===== src/rtl/riscv_pkg.sv =====
// Shared core constants and the divider writeback entry type.
// Latency: n/a (types and constants only).
// Backpressure: n/a.
package riscv_pkg;

    localparam int XLEN  = 32;
    localparam int TAG_W = 6;

    // One buffered divider result waiting for the CDB.
    typedef struct packed {
        logic [TAG_W-1:0] tag;
        logic [XLEN-1:0]  data;
    } div_wb_entry_t;

endpackage


===== src/rtl/sync_fifo.sv =====
// Generic synchronous FIFO with occupancy count and a synchronous clear.
// Latency: a push is visible at head the cycle after the write edge; no bypass.
// Backpressure: push ignored when full, pop ignored when empty; clear wins over both.
// Ports: clk/rst (sync, active-high), clear, push/push_data, pop, head, count.
module sync_fifo #(
    parameter int WIDTH = 8,
    parameter int DEPTH = 4,
    parameter int CNT_W = $clog2(DEPTH + 1)
) (
    input  logic             clk,
    input  logic             rst,
    input  logic             clear,
    input  logic             push,
    input  logic [WIDTH-1:0] push_data,
    input  logic             pop,
    output logic [WIDTH-1:0] head,
    output logic [CNT_W-1:0] count
);

    localparam int PTR_W = (DEPTH > 1) ? $clog2(DEPTH) : 1;

    logic [WIDTH-1:0] mem [DEPTH];
    logic [PTR_W-1:0] wr_ptr;
    logic [PTR_W-1:0] rd_ptr;
    logic             do_push;
    logic             do_pop;

    // Explicit wrap so non-power-of-two depths stay inside the array.
    function automatic logic [PTR_W-1:0] ptr_next(input logic [PTR_W-1:0] p);
        return (p == PTR_W'(DEPTH - 1)) ? '0 : p + 1'b1;
    endfunction

    assign do_push = push && (count != CNT_W'(DEPTH));
    assign do_pop  = pop && (count != '0);
    assign head    = mem[rd_ptr];

    always_ff @(posedge clk) begin
        if (rst || clear) begin
            wr_ptr <= '0;
            rd_ptr <= '0;
            count  <= '0;
        end else begin
            if (do_push) wr_ptr <= ptr_next(wr_ptr);
            if (do_pop)  rd_ptr <= ptr_next(rd_ptr);
            if (do_push && !do_pop)      count <= count + 1'b1;
            else if (!do_push && do_pop) count <= count - 1'b1;
        end
    end

    // Storage needs no reset: count gates every read of it.
    always_ff @(posedge clk) begin
        if (do_push && !clear) mem[wr_ptr] <= push_data;
    end

endmodule


===== src/rtl/div_writeback_buffer.sv =====
// Pairs fixed-latency divider results with their ROB tags and buffers them for the CDB.
// Latency: div_valid to cdb_valid is 1 cycle with an empty buffer (registered, no bypass).
// Backpressure: credit based; issue_ready counts in-flight plus buffered ops against DEPTH,
//   so the divider never produces a result the buffer cannot take. cdb_ready only pops.
// Ports: issue_* from the scheduler, div_* from the divider, cdb_* to the CDB arbiter,
//   flush squashes everything, err_orphan is a sticky tag/result pairing error.
module div_writeback_buffer #(
    parameter int XLEN        = riscv_pkg::XLEN,
    parameter int DIV_LATENCY = 6,
    parameter int TAG_W       = riscv_pkg::TAG_W,
    parameter int DEPTH       = 4
) (
    input  logic             clk,
    input  logic             rst,
    input  logic             issue_valid,
    input  logic [TAG_W-1:0] issue_tag,
    output logic             issue_ready,
    input  logic             div_valid,
    input  logic [XLEN-1:0]  div_result,
    input  logic             flush,
    output logic             cdb_valid,
    output logic [TAG_W-1:0] cdb_tag,
    output logic [XLEN-1:0]  cdb_data,
    input  logic             cdb_ready,
    output logic             err_orphan
);

    localparam int CNT_W = $clog2(DEPTH + 1);

    // Same layout as riscv_pkg::div_wb_entry_t, sized by this instance's parameters.
    typedef struct packed {
        logic [TAG_W-1:0] tag;
        logic [XLEN-1:0]  data;
    } entry_t;

    typedef struct packed {
        logic             valid;
        logic             killed;
        logic [TAG_W-1:0] tag;
    } stage_t;

    stage_t           pipe [DIV_LATENCY];
    stage_t           out_stage;
    logic [CNT_W-1:0] inflight_cnt;
    logic [CNT_W-1:0] fifo_cnt;
    logic             issue_acc;
    logic             push;
    logic             pop;
    entry_t           push_entry;
    entry_t           head_entry;

    assign out_stage = pipe[DIV_LATENCY-1];

    // Registered counts only: no path from cdb_ready to issue_ready.
    assign issue_ready = ({1'b0, inflight_cnt} + {1'b0, fifo_cnt}) < (CNT_W + 1)'(DEPTH);
    assign issue_acc   = issue_valid && issue_ready && !flush;

    // Flush clears the FIFO this edge, so a result arriving in the flush cycle is dropped too.
    assign push       = div_valid && out_stage.valid && !out_stage.killed && !flush;
    assign pop        = cdb_valid && cdb_ready;
    assign push_entry = '{tag: out_stage.tag, data: div_result};

    // Tag pipe: stage k holds the op issued k+1 cycles ago. Killed bits are set on
    // the shifted copy so the op moving between stages in the flush cycle is caught.
    always_ff @(posedge clk) begin
        if (rst) begin
            for (int i = 0; i < DIV_LATENCY; i++) pipe[i] <= '0;
        end else begin
            pipe[0].valid  <= issue_acc;
            pipe[0].killed <= 1'b0;
            pipe[0].tag    <= issue_tag;
            for (int i = 1; i < DIV_LATENCY; i++) begin
                pipe[i].valid  <= pipe[i-1].valid;
                pipe[i].killed <= pipe[i-1].killed | (flush & pipe[i-1].valid);
                pipe[i].tag    <= pipe[i-1].tag;
            end
        end
    end

    // An op leaves the in-flight count when its tag exits the pipe, killed or not,
    // so flushed credits come back only as the divider drains.
    always_ff @(posedge clk) begin
        if (rst) begin
            inflight_cnt <= '0;
        end else if (issue_acc && !out_stage.valid) begin
            inflight_cnt <= inflight_cnt + 1'b1;
        end else if (!issue_acc && out_stage.valid) begin
            inflight_cnt <= inflight_cnt - 1'b1;
        end
    end

    // Any disagreement between divider valid and the tag pipe is sticky until reset.
    always_ff @(posedge clk) begin
        if (rst) begin
            err_orphan <= 1'b0;
        end else if (div_valid != out_stage.valid) begin
            err_orphan <= 1'b1;
        end
    end

    sync_fifo #(
        .WIDTH ($bits(entry_t)),
        .DEPTH (DEPTH),
        .CNT_W (CNT_W)
    ) u_fifo (
        .clk       (clk),
        .rst       (rst),
        .clear     (flush),
        .push      (push),
        .push_data (push_entry),
        .pop       (pop),
        .head      (head_entry),
        .count     (fifo_cnt)
    );

    // Head storage is not reset; force zeros whenever nothing is offered.
    assign cdb_valid = (fifo_cnt != '0);
    assign cdb_tag   = cdb_valid ? head_entry.tag  : '0;
    assign cdb_data  = cdb_valid ? head_entry.data : '0;

endmodule


===== config.mk =====
export PLATFORM = sky130hd
export DESIGN_NAME = div_writeback_buffer
export DESIGN_NICKNAME = d
export VERILOG_FILES = /design/src/rtl/riscv_pkg.sv /design/src/rtl/sync_fifo.sv /design/src/rtl/div_writeback_buffer.sv
export SDC_FILE = /design/constraint.sdc
export NUM_CORES = 1
export LEC_CHECK = 0
export CAP_MARGIN = 15
export CORE_ASPECT_RATIO = 1.4
export CORE_MARGIN = 2
export CORE_UTILIZATION = 40
export CTS_CLUSTER_DIAMETER = 60
export DETAILED_ROUTE_END_ITERATION = 6
export GPL_TIMING_DRIVEN = 0
export HOLD_SLACK_MARGIN = 0.15
export PLACE_DENSITY = 0.68
export SYNTH_ARGS = -nofsm -noshare
export SYNTH_HDL_FRONTEND = slang
export SYNTH_HIERARCHICAL = 1
export SYNTH_SLANG_ARGS = --single-unit

===== constraint.sdc =====
create_clock -name clk -period 7.65 [get_ports clk]
set_input_delay 0.765 -clock clk [delete_from_list [all_inputs] [get_ports clk]]
set_output_delay 0.765 -clock clk [all_outputs]
set_load 0.02 [all_outputs]

-- After elaboration in Yosys (flattened, before gate mapping)
Memories as Yosys holds them, arrays and structs flattened. A register that Yosys moved wholly into a read port is not among the register bits.
Cells that the tools add are included.
- register bits after elaboration: 11
- output and inout bits: 41
- word-level logic and storage cells: 103
- bits in writable memories: 200
- memories: 2
- input port bits: 44
- equal/unequal tests: 4
- muxes and demuxes: 33
- add/subtract/negate cells: 7
- bitwise logic cells: 28
- reductions and logical operators: 23
- order comparisons: 1
- memories (memory ; words ; bits a word ; read ports ; clocked after Yosys merged registers in ; wr ports ; RTL line ; source):
    u_fifo.mem ; 4 ; 38 ; 1 ; 1 ; 1 ; sync_fifo.sv:22 ; logic [WIDTH-1:0] mem [DEPTH];
    pipe ; 6 ; 8 ; 6 ; 0 ; 6 ; div_writeback_buffer.sv:42 ; stage_t pipe [DIV_LATENCY];
- operators with widths (operator ; number):
    $mux W6 ; 7
    $mux W32 ; 1
    $or A1 B1 Y1 ; 23
    $mux W1 ; 17
    $logic_and A1 B1 Y1 ; 13
    $mux W3 ; 4
    $mux W2 ; 4
    $add A3 B1 Y3 const B ; 2
    $logic_not A1 Y1 ; 6
    $sub A3 B1 Y3 const B ; 2
    $and A1 B1 Y1 ; 5
    $add A2 B1 Y2 const B ; 2
    $add A3 B3 Y4 ; 1
    $eq A2 B2 Y1 const B ; 2
    $lt A4 B3 Y1 const B ; 1
    $reduce_bool A2 Y1 ; 2
    $ne A3 B3 Y1 const B ; 1
    $reduce_bool A3 Y1 ; 1
    $logic_or A1 B1 Y1 ; 1
    $ne A1 B1 Y1 ; 1

-- Logic depth before layout (Yosys ltp)
Gate-level depths: netlist of the first run.
An unclocked memory read counts as a cell.
- depth after elaboration: 9
- depth in mapped cells: 10
- gate-level depth less buffers: 10

-- Cells and area by module
The synthesis of the first run kept the hierarchy.
- modules (own cells, without submodules) (module ; instances ; area an instance (um2) ; cells an instance ; sequential area each (um2)):
    sync_fifo ; 1 ; 5983.2 ; 247 ; 4744.6
    div_writeback_buffer ; 1 ; 1815.5 ; 176 ; 1021.0

-- Least setup slack after synthesis of the first run
Ideal clock, no wire load.
- kind: in2reg
- start point: input flush
- end point: memory u_fifo/mem[2][0] in the netlist's numbering (enable)
- path slack: 2850 ps
- cell stages on the path: 4
- path buffers: 1
- arrival: 4312 ps
- cell sequence: clkbuf_1 nor3b_1 o31ai_4 nor3b_1
- word-level cells in the longest chain between the ends: 6
- RTL lines (what ; RTL line ; source):
    from (decl) ; div_writeback_buffer.sv:20 ; input logic flush,
    $logic_not A1 Y1 ; div_writeback_buffer.sv:59 ; assign push = div_valid && out_stage.valid && !out_stage.killed && !flush;
    $logic_and A1 B1 Y1 ; div_writeback_buffer.sv:59 ;
    via push ; div_writeback_buffer.sv:47 ; logic push;
    $logic_and A1 B1 Y1 ; sync_fifo.sv:33 ; assign do_push = push && (count != CNT_W'(DEPTH));
    $logic_and A1 B1 Y1 ; sync_fifo.sv:52 ; if (do_push && !clear) mem[wr_ptr] <= push_data;
    $mux W1 ; sync_fifo.sv:52 ;
    $mux W1 (not written as such) ; sync_fifo.sv:52 ;
    to (decl) ; sync_fifo.sv:22 ;
The timed path passes the listed nets, and every way through them passes these cells.

==> summary.md, run 1 <==
| Metric | Value |
|---|---|
| Bufs and invs on worst path | 3 |
| Num Clock Sinks | 212 |
| Portion of total power attributed to combinational logic | 0.025 |
| Hold bufs inserted after CTS | 0 |
| RSZ-0062 raised after global routing | false |
| Post-synthesis sequential element count | 212 |
| Post-detailed-route wirelength per cell | 16.9 um |
| Violation count after the first detailed-route iteration | between 200 and 300 |
| Layout cells sized above 1 | 0.186 |
| DR vias | 3898 |
| Ordered cell list for the critical path | buf_2 > buf_2 > mux4_2 > nor2b_1 > clkdlybuf4s50_1 |
| Postcts setup bufs | 0 |
| First-pass GRT wire length | between 20000 and 25000 um |
| Antenna cells | 0 |
| Minimum setup slack in the final design | roughly 4.3 ns |
| Class of the tightest hold or removal check | register to register |
| Worst slew margin relative to its limit | 0.435 |
| Maxcap violations | 0 |
| Master of the slowest instance on the critical path | sky130_fd_sc_hd__clkdlybuf4s50_1 |
| Detailed placement HPWL | 9490 um |
| Setup TNS | 0 ns |
| Minimum period implied by the final worst setup slack | 3.36 ns |
| Final setup viols | 0 |
| PostCTS Resize Cnt | 0 |
| Insertion delay of the later-clocked pin in the worst-skew pair | 0.48 ns |
| Pwr per Cell Area | 229 nW/um2 |
| CTS buffer count | 20 |
| FFs w/ async S/R, synth | 0 |
| Share of power burned in the clock network | 0.422 |
| Level count of the clock H-tree | 1 |
| Instance count on the critical path | 5 |
| Largest area contributor in the netlist | sky130_fd_sc_hd__edfxtp_1 |
| Cells after Synth | 423 |
| P_int | 1.82 mW |
| Std cell rows | 60 |
| GRT overflow | 0 |
| Number of cells on the worst hold path | 1 |
| Setup Slack @ Placement | 3.91 ns |
| Clock input transition at the sequential cells of the worst setup and hold paths | 0.06 ns |
| Worst Skew | 0.0161 ns |
| Count of yosys warnings during synthesis | 6 |
| Vias in the first global route | 4144 |
| DRC Markers | 0 |
| Synth top area cells | sky130_fd_sc_hd__edfxtp_1 (59%), sky130_fd_sc_hd__dfxtp_1 (15%), sky130_fd_sc_hd__mux4_2 (11%) |
| Port Buffer Count | 84 |
| Number of enable flip-flop cells after synthesis | 152 |
| Run status | finished clean |
| Top flip-flop cell by instance count after synthesis | sky130_fd_sc_hd__edfxtp_1 |
| Std-Cell Core Area | between 15000 and 20000 um2 |
| Sequential-to-total area share from yosys stat | 0.739 |
| Worst Setup End Kind | output pin |
| Final std cells w/o fill | slightly above 800 |
| Total standard cell area after synthesis | 7800 um2 |
| ANT nets after route | 0 |
| Clock buffer depth | 3 |
| Netlist cell types | 29 |
| Post-Synthesis Net Count | ~480 |
| Tcrit/Tclk final | 0.439 |
| # nets final | 601 |
| Ratio of routed vias to standard cells | 4.83 |
| Final Max Tran Viols | 0 |
| Cell at the root of the clock tree | sky130_fd_sc_hd__clkbuf_16 |
| Crit path arrival time | about 2.6 ns |
| Initial core utilization | 0.407 |
| Mean Syn Cell Area | 18.4 um2 |
| Transition time at the pin with the least slew margin | 0.843 ns |
| Number of iterations in the first detailed-routing pass | 4 |
| CP most frequent cell | sky130_fd_sc_hd__buf_2 |
| Width of the chip | between 100 and 150 um |
| Placed Cells incl. Taps | 771 |
| Clock tree from TritonCTS | built |
| Synth top area share | 0.585 |
| Number of antenna violations at the first check in global routing | 1 |
| Leakage | about 3.2 nW |
| Wire length reported by the detailed router | approximately 14000 um |
| Maximum frequency from static timing analysis | 297 MHz |
| Critical Path RT | 6.88 ns |
| Relative contribution of sequential cells to total power | 0.553 |
| Maximum cell stage delay along the critical path | 0.66 ns |
| # IOs | 85 |
| Maximum number of pins on one net before global-route repair | 17 |
| Min Hold Slack | 0.436 ns |
| Depth of the worst register-to-register path | 10 |
| Switching fraction of total power | 0.186 |
| CP startpoint kind | register |
| Switching power | 0.415 mW |
| Routability cong. | 0.697 |
| Family with the most delay on the worst path | buffers and inverters |
| P&R area growth vs syn | 25.5% |
| Final number of hold-violating endpoints | 0 |
| Die Y-Extent | 169 um |
| Peak fanout along the critical path | 10 |
| Worst vdd rail ir drop | 0.000184 V |
| CP Class | register to output pin |
| Full die area | a little over 20000 um2 |
| GRT Overall Usage | 0.135 |
worst paths after layout:
check	from	to	slack, ns
worst min-delay path	pipe[0][12]	pipe[0][20]	0.44
worst max-delay path	register	cdb_tag[1]	4.29
worst max register to register	u_fifo/count[0]	u_fifo/count[2]	4.72
worst min register to register	pipe[0][12]	pipe[0][20]	0.44
layout by cell type, fill, tap and decap left out, types with 6 or more instances in the layout:
cell,Yosys,final
sky130_fd_sc_hd__a21oi_1,6,6
sky130_fd_sc_hd__buf_2,8,8
sky130_fd_sc_hd__buf_6,2,18
sky130_fd_sc_hd__clkbuf_1,5,13
sky130_fd_sc_hd__clkbuf_16,0,21
sky130_fd_sc_hd__clkdlybuf4s50_1,0,84
sky130_fd_sc_hd__dfxtp_1,60,60
sky130_fd_sc_hd__edfxtp_1,152,152
sky130_fd_sc_hd__ha_1,10,10
sky130_fd_sc_hd__inv_1,9,9
sky130_fd_sc_hd__mux4_2,38,38
sky130_fd_sc_hd__nand2_1,6,6
sky130_fd_sc_hd__nor2_1,11,11
sky130_fd_sc_hd__nor2b_1,80,80
per-stage QoR:
stage                     area (um2)   util  total power, mW
after floorplan                 7800      -             1.28
after global routing            9780  0.511             2.31
after global placement          8950  0.468             1.31
after CTS                       9780  0.511             2.26
after detailed placement        9150  0.478             1.32
final                           9780  0.511             2.24
flip-flops by register name, summed over array words and instances (netlist names), named ones only:
signal	count
err_orphan	1
u_fifo/count	3
u_fifo/mem	152
u_fifo/rd_ptr	2
u_fifo/wr_ptr	2
inflight_cnt	3
pipe	47
metal layers:
metal,share of wire,GRT usage,wire [um]
met5,0,0,0
met1,0.40,0.166,5460
met4,0.016,0.0340,218
met2,0.53,0.243,7240
met3,0.050,0.0255,682
layout make-up:
type	count	area (um2)
buffer	18	129
clock buffer	31	577
clock inverter	5	57.6
fill	1545	9360
inverter	9	33.8
multi-input combinational	184	1890
sequential	212	5770
tap	248	310
timing repair buffer	100	1020
cells in the mapped netlist, types with 5 or more instances:
master                     count
sky130_fd_sc_hd__nand2_1       6
sky130_fd_sc_hd__edfxtp_1    152
sky130_fd_sc_hd__nor2b_1      80
sky130_fd_sc_hd__inv_1         9
sky130_fd_sc_hd__nor2_1       11
sky130_fd_sc_hd__nor3b_1       6
sky130_fd_sc_hd__a21oi_1       6
sky130_fd_sc_hd__mux4_2       38
sky130_fd_sc_hd__ha_1         10
sky130_fd_sc_hd__clkbuf_1      5
sky130_fd_sc_hd__dfxtp_1      60
sky130_fd_sc_hd__buf_2         8
worst register-to-register path: cells and delay by family, from the launching register on:
kind	cells	cell delay, ns
buffers and inverters	2	0.41
adders and majority gates	2	0.64
xor gates and xnor gates	1	0.18
and+or+nand+nor	3	0.89
DFF	1	0.42
AOI/OAI and AO/OA	2	0.31
cells by family (layout without fill, tap and decap cells):
family	after synthesis	count (layout)	share of synthesized area
DFF	212	212	0.739
and+or+nand+nor	114	114	0.0881
muxes	42	42	0.115
buffers and inverters	27	163	0.0209
adders and majority gates	12	12	0.0212
AOI/OAI and AO/OA	12	12	0.0112
xor gates and xnor gates	4	4	0.00449
power groups by stage:
stage | Clock, mW | Sequential [mW] | Combinational [mW]
after detailed placement | 0 | 1.26 | 0.0558
after global routing | 1.02 | 1.24 | 0.0606
after global placement | 0 | 1.26 | 0.0523
after floorplan | 0 | 1.26 | 0.0187
after CTS | 0.969 | 1.24 | 0.0562
final | 0.945 | 1.24 | 0.0551
Power figures use the tool's default switching activity.
==> run 2: changes to the inputs <==
Clock period 7.65 ns to 3.3 ns, I/O delays scaled along.
==> run 2 against run 1 <==
Effect of this change:
- final cell count did not move
- wire length increased by 0.29%
- clock-buffer cell count decreased by 3
- flip-flop and latch count unchanged
- clock power grew 140%
- worst hold slack worse by 0.054 ns
- combinational power increased by 130%
- register-to-register slack worse by 4.2 ns
==> summary.md, run 2 (synthesized netlist as in run 1, its figures left out) <==
| Metric | Value |
|---|---|
| Final number of hold-violating endpoints | 0 |
| Critical Path RT | 2.97 ns |
| Register name with the most flops | u_fifo/mem |
| Most common library cell in the layout ignoring fill and taps | sky130_fd_sc_hd__edfxtp_1 |
| CP startpoint kind | register |
| Crit path arrival time | 2.49 ns |
| Area of all placed cells without fillers | 9820 um2 |
| Grt met2 use | 0.238 |
| Layout cells sized above 1 | 0.186 |
| Final Util | 0.513 |
| Highest-count cells in the layout ignoring fill and taps | sky130_fd_sc_hd__edfxtp_1 (152), sky130_fd_sc_hd__clkdlybuf4s50_1 (84), sky130_fd_sc_hd__nor2b_1 (80), sky130_fd_sc_hd__dfxtp_1 (60), sky130_fd_sc_hd__mux4_2 (38) |
| Min Hold Slack | roughly 0.38 ns |
| Maximum cell stage delay along the critical path | 0.64 ns |
| Ratio of routed vias to standard cells | 4.84 |
| Pwr per Cell Area | roughly 530 nW/um2 |
| Vias in the first global route | 4130 |
| GRT overflow | 0 |
| Minimum setup slack in the final design | roughly 0.48 ns |
| Leakage | 3.25 nW |
| Initial core utilization | 0.407 |
| Maxcap violations | 0 |
| Largest registers | u_fifo/mem (152), pipe (47) |
| Number of antenna violations at the first check in global routing | 2 |
| # nets final | 600 |
| Peak fanout along the critical path | 10 |
| Total area of multi-input combinational cells | roughly 1900 um2 |
| Transition time at the pin with the least slew margin | 0.848 ns |
| Maximum number of pins on one net before global-route repair | 17 |
| Clock input transition at the sequential cells of the worst setup and hold paths | ~0.06 ns |
| Final setup viols | 0 |
| Post-place instance area | 9170 um2 |
| P&R area growth vs syn | 26.0% |
| Family with the most delay on the worst path | buffers and inverters |
| Worst Skew | 0.0140 ns |
| Setup Slack @ Placement | -0.0202 ns |
| Area taken by flip-flops and latches | 5770 um2 |
| First-pass GRT wire length | 21800 um |
| Largest register FFs | between 150 and 200 |
| Cell at the root of the clock tree | sky130_fd_sc_hd__clkbuf_16 |
| Die Y-Extent | 169 um |
| Tcrit/Tclk final | 0.856 |
| Clock tree from TritonCTS | built |
| Met1 track utilization from global routing | 0.168 |
| Hold bufs inserted after CTS | 0 |
| Placed Cells incl. Taps | 769 |
| DR vias | 3909 |
| Class of the tightest hold or removal check | input pin to register |
| Insertion delay of the later-clocked pin in the worst-skew pair | around 0.50 ns |
| Wire length reported by the detailed router | roughly 14000 um |
| Bufs and invs on worst path | 3 |
| CP most frequent cell | sky130_fd_sc_hd__buf_2 |
| GRT Overall Usage | 0.137 |
| Antenna cells | 0 |
| DRC Markers | 0 |
| Num Clock Sinks | about 210 |
| CP Class | register to output pin |
| Minimum period implied by the final worst setup slack | 2.82 ns |
| Worst Setup End Kind | output pin |
| Std-Cell Core Area | 19100 um2 |
| ANT nets after route | 0 |
| Worst slew margin relative to its limit | 0.434 |
| Full die area | 20600 um2 |
| Global-route met3 utilization | 0.0292 |
| Number of iterations in the first detailed-routing pass | 4 |
| Fillcell total | 1570 |
| CTS buffer count | 21 |
| Std cell rows | 60 |
| Setup TNS | 0 ns |
| Post-detailed-route wirelength per cell | 16.9 um |
| PostCTS Resize Cnt | 0 |
| Ordered cell list for the critical path | buf_2 > buf_2 > mux4_2 > nor2b_1 > clkdlybuf4s50_1 |
| Clock buffer depth | 3 |
| Violation count after the first detailed-route iteration | between 200 and 250 |
| Worst vdd rail ir drop | 0.000480 V |
| RSZ-0062 raised after global routing | false |
| Postcts setup bufs | 0 |
| Routability cong. | 0.665 |
| Power after layout | 5.25 mW |
| Master of the slowest instance on the critical path | sky130_fd_sc_hd__clkdlybuf4s50_1 |
| # IOs | 85 |
| Detailed placement HPWL | 9340 um |
| Final std cells w/o fill | 807 |
| Run status | finished clean |
| Port Buffer Count | 84 |
| Level count of the clock H-tree | 1 |
| Final Max Tran Viols | 0 |
| Width of the chip | 122 um |
| Maximum frequency from static timing analysis | 354 MHz |
| Global route hottest layer | met2 |
run 2: changes by cell type in the layout (fill, tap and decap cells not counted), sizes merged:
cell	before	now
buf	29	27
clkbuf	36	33
clkinv	2	5
inv	11	13
run 2: worst paths after layout:
check	slack [ns]	startpoint	end	cells past startpoint
worst max-delay path	0.48	register	cdb_tag[2]	5
worst min-delay path	0.38	issue_tag[3]	pipe[0][3]	2
worst max register to register	0.52	u_fifo/count[0]	u_fifo/count[2]	10
worst min register to register	0.43	pipe[0][16]	pipe[0][24]	1
run 2: per-layer routing:
| layer | wire [um] | vias up |
|---|---|---|
| li1 | - | 1823 |
| met1 | 5380 | 1963 |
| met2 | 7170 | 95 |
| met3 | 814 | 24 |
| met4 | 248 | 4 |
| met5 | 27 | - |
run 2: final cells by class:
class	instances	share of cell area
plain buffers	18	0.0131
clock buffers	28	0.0594
clock inverters	10	0.00764
inverters	9	0.00344
multi-input cells	184	0.193
flip-flops and latches	212	0.587
well taps	248	0.0316
repair buffers	98	0.105
run 2: power by group:
part | leakage (nW) | internal (mW) | total (mW) | switching [mW]
logic | 1.07 | 0.0712 | 0.127 | 0.0560
registers | 1.83 | 2.86 | 2.87 | 0.00731
clock network | 0.338 | 1.32 | 2.25 | 0.929
run 2: worst reg2reg max path, delay by kind of cell (launching register included):
| family | cells | cell delay, ns |
|---|---|---|
| fa+ha+maj | 2 | 0.65 |
| flops | 1 | 0.42 |
| simple gates | 3 | 0.82 |
| buf+inv | 2 | 0.40 |
| xor+xnor | 1 | 0.19 |
| compound gates | 2 | 0.26 |
